**src/rtl/lsu_mem_master.sv**
```systemverilog
// Load/store bus initiator: byte/half/word alignment, lane replication, load extension, grant timeout.
// Optional macro LSU_MISALIGN_TRAP_EN traps misaligned halfword/word accesses without a bus cycle.
module lsu_mem_master #(
    parameter int unsigned TIMEOUT_CYC = 255
) (
    input  logic        clk,
    input  logic        reset,
    input  logic        req_valid,
    output logic        req_ready,
    input  logic        req_write,
    input  logic [2:0]  req_func3,
    input  logic [31:0] req_addr,
    input  logic [31:0] req_wdata,
    output logic        rsp_valid,
    output logic [31:0] rsp_rdata,
    output logic        rsp_err,
    output logic        mem_req,
    output logic        mem_we,
    output logic [31:0] mem_addr,
    output logic [3:0]  mem_be,
    output logic [31:0] mem_wdata,
    input  logic        mem_gnt,
    input  logic        mem_rvalid,
    input  logic [31:0] mem_rdata
);
    localparam logic [1:0] S_IDLE = 2'd0;
    localparam logic [1:0] S_ADDR = 2'd1;
    localparam logic [1:0] S_WAIT = 2'd2;
    localparam logic [1:0] S_RESP = 2'd3;
    localparam logic [7:0] TMO_LAST = 8'(TIMEOUT_CYC - 1);

    logic [1:0]  state;
    logic [7:0]  tmo_cnt;
    logic [2:0]  func3_q;
    logic [1:0]  off_q;
    logic        acc;
    logic        acc_err;
    logic [3:0]  acc_be;
    logic [31:0] acc_wdata;
    logic [7:0]  lane_b;
    logic [15:0] lane_h;
    logic [31:0] ext_data;
    logic        tmo_hit;

    // Request decode: byte enables, replicated store data, and whether a bus cycle is skipped.
    always_comb begin
        acc       = req_valid && req_ready;
        acc_err   = 1'b0;
        acc_be    = 4'b1111;
        acc_wdata = req_wdata;
        if (req_write) begin
            case (req_func3)
                3'b000: begin
                    acc_be    = 4'b0001 << req_addr[1:0];
                    acc_wdata = {4{req_wdata[7:0]}};
                end
                3'b001: begin
                    acc_be    = req_addr[1] ? 4'b1100 : 4'b0011;
                    acc_wdata = {2{req_wdata[15:0]}};
                end
                3'b010:  acc_be = 4'b1111;
                default: acc_err = 1'b1;
            endcase
        end
`ifdef LSU_MISALIGN_TRAP_EN
        if (req_func3[1:0] == 2'b01 && req_addr[0]) acc_err = 1'b1;
        if (req_func3[1] && req_addr[1:0] != 2'b00) acc_err = 1'b1;
`endif
    end

    // Load lane selection and extension from the latched funct3 and byte offset.
    always_comb begin
        lane_b  = mem_rdata[{off_q, 3'b000} +: 8];
        lane_h  = off_q[1] ? mem_rdata[31:16] : mem_rdata[15:0];
        tmo_hit = (tmo_cnt == TMO_LAST);
        case (func3_q)
            3'b000:  ext_data = {{24{lane_b[7]}}, lane_b};
            3'b100:  ext_data = {24'b0, lane_b};
            3'b001:  ext_data = {{16{lane_h[15]}}, lane_h};
            3'b101:  ext_data = {16'b0, lane_h};
            default: ext_data = mem_rdata;
        endcase
    end

    always_ff @(posedge clk) begin
        if (reset) begin
            state     <= S_IDLE;
            tmo_cnt   <= 8'd0;
            func3_q   <= 3'b0;
            off_q     <= 2'b0;
            req_ready <= 1'b0;
            rsp_valid <= 1'b0;
            rsp_rdata <= 32'b0;
            rsp_err   <= 1'b0;
            mem_req   <= 1'b0;
            mem_we    <= 1'b0;
            mem_addr  <= 32'b0;
            mem_be    <= 4'b0;
            mem_wdata <= 32'b0;
        end else begin
            rsp_valid <= 1'b0;
            rsp_err   <= 1'b0;
            rsp_rdata <= 32'b0;
            case (state)
                S_IDLE: begin
                    if (acc) begin
                        req_ready <= 1'b0;
                        tmo_cnt   <= 8'd0;
                        func3_q   <= req_func3;
                        off_q     <= req_addr[1:0];
                        if (acc_err) begin
                            state     <= S_RESP;
                            rsp_valid <= 1'b1;
                            rsp_err   <= 1'b1;
                        end else begin
                            state     <= S_ADDR;
                            mem_req   <= 1'b1;
                            mem_we    <= req_write;
                            mem_addr  <= {req_addr[31:2], 2'b00};
                            mem_be    <= acc_be;
                            mem_wdata <= acc_wdata;
                        end
                    end else begin
                        req_ready <= 1'b1;
                    end
                end
                S_ADDR: begin
                    tmo_cnt <= tmo_cnt + 8'd1;
                    if (mem_gnt) begin
                        mem_req <= 1'b0;
                        if (mem_we) begin
                            state     <= S_RESP;
                            rsp_valid <= 1'b1;
                        end else begin
                            state <= S_WAIT;
                        end
                    end else if (tmo_hit) begin
                        mem_req   <= 1'b0;
                        state     <= S_RESP;
                        rsp_valid <= 1'b1;
                        rsp_err   <= 1'b1;
                    end
                end
                S_WAIT: begin
                    tmo_cnt <= tmo_cnt + 8'd1;
                    if (mem_rvalid) begin
                        state     <= S_RESP;
                        rsp_valid <= 1'b1;
                        rsp_rdata <= ext_data;
                    end else if (tmo_hit) begin
                        state     <= S_RESP;
                        rsp_valid <= 1'b1;
                        rsp_err   <= 1'b1;
                    end
                end
                default: begin
                    state     <= S_IDLE;
                    req_ready <= 1'b1;
                end
            endcase
        end
    end
endmodule

```
**config.mk**
```make
export PLATFORM = sky130hd
export DESIGN_NAME = lsu_mem_master
export DESIGN_NICKNAME = d
export VERILOG_FILES = /design/src/rtl/lsu_mem_master.sv
export SDC_FILE = /design/constraint.sdc
export NUM_CORES = 1
export LEC_CHECK = 0
export ABC_AREA = 0
export CORE_ASPECT_RATIO = 1.4
export CORE_MARGIN = 4
export CORE_UTILIZATION = 43
export CTS_CLUSTER_SIZE = 14
export DETAILED_ROUTE_END_ITERATION = 7
export PLACE_DENSITY = 0.81
export SETUP_SLACK_MARGIN = 0.05
export SLEW_MARGIN = 20
export SYNTH_ARGS = -nofsm -noshare
export SYNTH_HDL_FRONTEND = slang
export SYNTH_SLANG_ARGS = --single-unit
```
**constraint.sdc**
```tcl
create_clock -name clk -period 1.9 [get_ports clk]
set_input_delay 0.19 -clock clk [delete_from_list [all_inputs] [get_ports clk]]
set_output_delay 0.19 -clock clk [all_outputs]
set_load 0.03 [all_outputs]
```
======== Word-level counts from Yosys, hierarchy flattened ========
Index checks and enable logic that the tools add are counted.
storage, ports and cells
  bits in registers ....................... 118
  bits of input ports ..................... 105
  output and inout port bits .............. 105
  word-level logic and storage cells ...... 78
operators by class
  add/sub/neg operators ................... 1
  eq/ne operators ......................... 11
  shifts and indexed selects .............. 2
  multiplexer cells ....................... 35
  bitwise gates (word level) .............. 3
  reduce and logical (&&, ||, !) cells .... 13
operator list
  operator                                             count
  one-hot mux 32 bit (4 select lines)                  1
  one-hot mux 32 bit (2 select lines)                  1
  two-way mux 32 bit                                   1
  variable part select 32 x 6 -> 8 bit                 1
  two-way mux 1 bit                                    16
  two-way mux 16 bit                                   1
  one-hot mux 8 bit (2 select lines)                   1
  two-way mux 2 bit                                    5
  adder 8 x 1 -> 8 bit, second input constant          1
  equality test 8 bit, second input constant           1
  two-way mux 4 bit                                    2
  two-way mux 8 bit                                    1
  one-hot mux 4 bit (2 select lines)                   1
  equality test 3 x 1 -> 1 bit, second input constant  2
  equality test 3 bit, second input constant           2
  zero test 3 bit                                      2
  one-hot mux 1 bit (3 select lines)                   2
  one-hot mux 2 bit (3 select lines)                   1
  OR reduction 3 bit                                   2
  inequality test 2 bit, second input constant         2
  one-hot mux 1 bit (2 select lines)                   2
  AND reduction 2 bit                                  2
  AND reduction 4 bit                                  1
  nonzero test 2 bit                                   2
  other kinds (10)                                     12

======== Longest topological paths before layout ========
  depth in word-level cells ............... 7
  mapped depth ............................ 8
  mapped depth without buffers ............ 6

======== Worst setup path after synthesis ========
No wires, ideal clock.
  path type ............................... register to register
  from .................................... register state[0]
  to ...................................... register tmo_cnt[1]
  setup time .............................. 0.157 ns
  arrival ................................. 1.564 ns
  required time ........................... 1.743 ns
  path slack .............................. 0.179 ns
  stages on the path, launching flop included .. 6
  buffers on the path ..................... 0
  period minus slack after synthesis ...... 1.721 ns
  path through ............................ dfxtp_1 > inv_1 > ha_1 > a21boi_2 > o31ai_1 > a211oi_1
between the ends
  longest elaborated chain between the ends .. 4
  elaborated cells between the ends (all ways) .. 8
  those cells by class .................... eq/ne (3); mux (1); reduce/logical (4)
ends and longest elaborated chain
  element                                                                     RTL line  text
  from (decl)                                                                 32        logic [1:0] state;
  from (signal assigned)                                                      87        state <= S_IDLE;
  from (signal assigned)                                                      112       state <= S_RESP;
  from (signal assigned)                                                      116       state <= S_ADDR;
  equality test 2 bit / equality test 2 x 1 -> 1 bit (equally long branches)  104       case (state)
  OR reduction 2 bit (no source line)                                         -
  nonzero test 2 bit (no source line)                                         -
  AND reduction 2 bit (no source line)                                        -
  to (signal assigned)                                                        128       tmo_cnt <= tmo_cnt + 8'd1;
  to (signal assigned)                                                        145       tmo_cnt <= tmo_cnt + 8'd1;
  to (decl)                                                                   33        logic [7:0] tmo_cnt;
Several ways; a longest one is shown, not always the timed one.
A chain may end at the register's enable or synchronous reset.

======== Worst setup path after layout ========
  from .................................... register off_q[1]
  to ...................................... register rsp_rdata[1]
between the ends
  longest elaborated chain between the ends .. 2
  elaborated cells between the ends (all ways) .. 3
  those cells by class .................... shift (1); mux (2)
ends and longest elaborated chain
  element                                                                            RTL line  text
  from (decl)                                                                        35        logic [1:0] off_q;
  from (signal assigned)                                                             110       off_q <= req_addr[1:0];
  variable part select 32 x 6 -> 8 bit / two-way mux 16 bit (equally long branches)  73, 74
  one-hot mux 32 bit (4 select lines) (*)                                            76        case (func3_q)
  to (signal assigned)                                                               149       rsp_rdata <= ext_data;
  to (decl)                                                                          15        output logic [31:0] rsp_rdata,
Mark *: on every way between the ends. The rest lies on a longest branch, timed or not.

==> out/qor.yml <==
cpMaxStageDelayCell: "dfxtp_1"
nets: 903
crit_chain: "buf_4 -> nand2b_1 -> mux2_2 -> nand2_1 -> a221oi_1"
layout-drive-gt1-share: 0.0946
crit_arrival_ns: 2.11
met2_length_mm: 8.41
synth_top_family_by_area: "compound AO/OA/AOI/OAI gates"
hold_viol: 0
worstPathRequired_ns: 2.20
clk_path_buf_depth: 2
dr.pass1.iters: 5
num_vias: 5066
yosys.area_share.simple: 0.173
cp-end-kind: "flip-flop"
die_w_um: 98.9
ys_types: 50
max_stage_delay_ns: 0.57
design_area_sq_um: 7890
die_area_sq_um: 13400
cts_tree: "built"
cts_max_level: 4
synth-edff-count: 0
ant_nets: 0
startpoint_type: "flip-flop"
synth-seq-cells: 118
worstMarginPinSlew_ns: 0.775
synth_cells: 583
max_freq_mhz: 553
ios: 210
diodes: 0
rows: 46
setup-tns-final_ns: 0
period_share: 0.952
syn_area_sq_um: 4980
finClkSkew_ns: 0.00646
port_buffers: 207
synth_compound_area_frac: 0.195
most-common-layout-cells: "206 x clkdlybuf4s50_1, 142 x nand2_1, 118 x dfxtp_1"
dieHeight_um: 135
hpwlAfterDp_mm: 11.3
cts_buffers: 17
ys_seq_area_frac: 0.475
cts_setup_buffers: 0
async_flop_share: 0
synthAdderAreaFrac: 0.0151
status: "finished, final reports clean"
period_minus_slack_ns: 1.81
maxSlewHeadroom: 0.483
grt.overflow.total: 0
yosys_warnings: 0
p_per_area_nw_per_um2: 1190
clkTransAtPathRegs_ns: 0.06
maxCapViolCount: 0
hold_buffers: 0
antenna_found_initial: 0
grt_pass1_wl_mm: 24.5
setup_violations: 0
wl_met3_mm: 1.42
min_path_type: "primary input to flip-flop"
n_fill_cell: 851
report.final.slew_viol_count: 0
grt_max_degree: 78
area_growth_pct: 58.5
start_util: 0.439
cts_root_buffer: "clkbuf_16"
via_per_inst: 5.35
avgRoutedWirePerCell_um: 17.0
grt_pass1_vias: 4975
core_sq_um: 11300
peakVddDrop_mv: 0.627
rsz0062_at_grt: "yes"
synth_xor_area_frac: 0.0123
wl_met1_mm: 5.91
globalplace.congestion: 0.851
cp_max_fo: 8
postPlaceCellArea_sq_um: 7220
clk_latency_ns: 0.40
ys.flop_type: "dfxtp_1"
totalWireLength_mm: 16.1
avgSynthCellArea_sq_um: 8.54
route.detailed.drc: 0
grt_usage: 0.227
cts_sinks: 118
first_iter_violations: 241
leakage_nw: 2.85
muxShareOfSynthArea: 0.0719
worstSetupPathType: "flip-flop to flip-flop"
top_layer_used: "met4"
final_common_cell: "clkdlybuf4s50_1"
-- through the flow --
step           hold slack [ns]  power, mW  worst slack (ns)  instances   util
2_1_floorplan            0.326       4.85             0.179        584      -
3_3_place_gp             0.440       5.97             0.113        915  0.637
3_5_place_dp             0.446       6.05            0.0500        915  0.637
4_1_cts                  0.185       9.35             0.113        945  0.690
5_1_grt                  0.229       9.83            0.0191        947  0.696
6_report                 0.198       9.41            0.0903        947  0.696
-- kinds of logic (layout without fill, tap and decap cells) --
kind of cell    Yosys count  in the layout
simple gates            205            205
compound gates          154            154
flops                   118            118
buf+inv                  57            276
mux                      35             35
xor+xnor                  7              7
fa+ha+maj                 6              6
other cells               1              2
-- report_power, final --
group	leakage, nW	switching (mW)	internal, mW
combinational	1.59	1.79	1.31
sequential	0.956	0.212	2.80
clock	0.298	1.09	2.20
total	2.85	3.09	6.31
-- synth_stat cells (all sizes together), types with 3 or more instances --
| master | instances | area, sq um |
|---|---|---|
| mux2 | 6 | 67.6 |
| a221oi | 13 | 114 |
| mux2i | 29 | 290 |
| nor2b | 4 | 25.0 |
| o211ai | 17 | 133 |
| buf | 29 | 179 |
| inv | 13 | 48.8 |
| nor3 | 6 | 30.0 |
| nor2 | 27 | 101 |
| xnor2 | 7 | 61.3 |
| dfxtp | 118 | 2360 |
| a21oi | 86 | 434 |
| ha | 6 | 75.1 |
| clkbuf | 15 | 56.3 |
| nor3b | 3 | 27.5 |
| a211oi | 13 | 108 |
| nand3 | 7 | 40.0 |
| nand2 | 142 | 533 |
| o21ai | 8 | 40.0 |
| nand2b | 7 | 43.8 |
-- registers in the layout (all words and copies together), names as in the netlist --
| name | flops |
|---|---|
| tmo_cnt | 8 |
| state | 2 |
| mem_addr | 30 |
| off_q | 2 |
| mem_wdata | 32 |
| rsp_valid | 1 |
| mem_we | 1 |
| rsp_err | 1 |
| rsp_rdata | 32 |
| req_ready | 1 |
| func3_q | 3 |
| mem_req | 1 |
| mem_be | 4 |
-- path summary, 6_finish.rpt --
path | startpoint | end | slack, ns | cells past startpoint
setup / recovery | off_q[1]$_SDFFE_PP0P_ | rsp_rdata[1]$_SDFF_PP0_ | 0.09 | 5
hold / removal | reset | mem_we$_SDFFE_PP0P_ | 0.20 | 3
setup reg to reg | off_q[1]$_SDFFE_PP0P_ | rsp_rdata[1]$_SDFF_PP0_ | 0.09 | 5
hold reg to reg | mem_addr[31]$_SDFFE_PP0P_ | mem_addr[31]$_SDFFE_PP0P_ | 0.45 | 2
-- layer usage --
layer / vias up / track usage
met3: 32 / 0.0778
met4: 0 / 0.0850
met1: 2366 / 0.242
met2: 243 / 0.409
li1: 2425 / -
met5: - / 0
-- critical path, delay by kind of cell, from the launching register on --
kind | cells | cell delay [ns]
compound gates | 1 | 0.25
buf+inv | 1 | 0.21
flops | 1 | 0.57
mux | 1 | 0.33
simple gates | 2 | 0.34
-- timing repair --
| action | CTS | global route |
|---|---|---|
| pin swaps | 0 | 0 |
| gates cloned | 0 | 2 |
| gates resized for setup | 1 | 2 |
| setup endpoints to repair | 8 | 69 |
-- area by class of cell --
cell class	count	area [sq um]	share of cell area
flip-flops and latches	118	2360	0.299
multi-input cells	409	2360	0.299
well taps	144	180	0.0228
repair buffers	233	2330	0.296
clock buffers	19	443	0.0562
inverters	13	48.8	0.00619
clock inverters	11	158	0.0200
(Power assumes the default switching activity.)
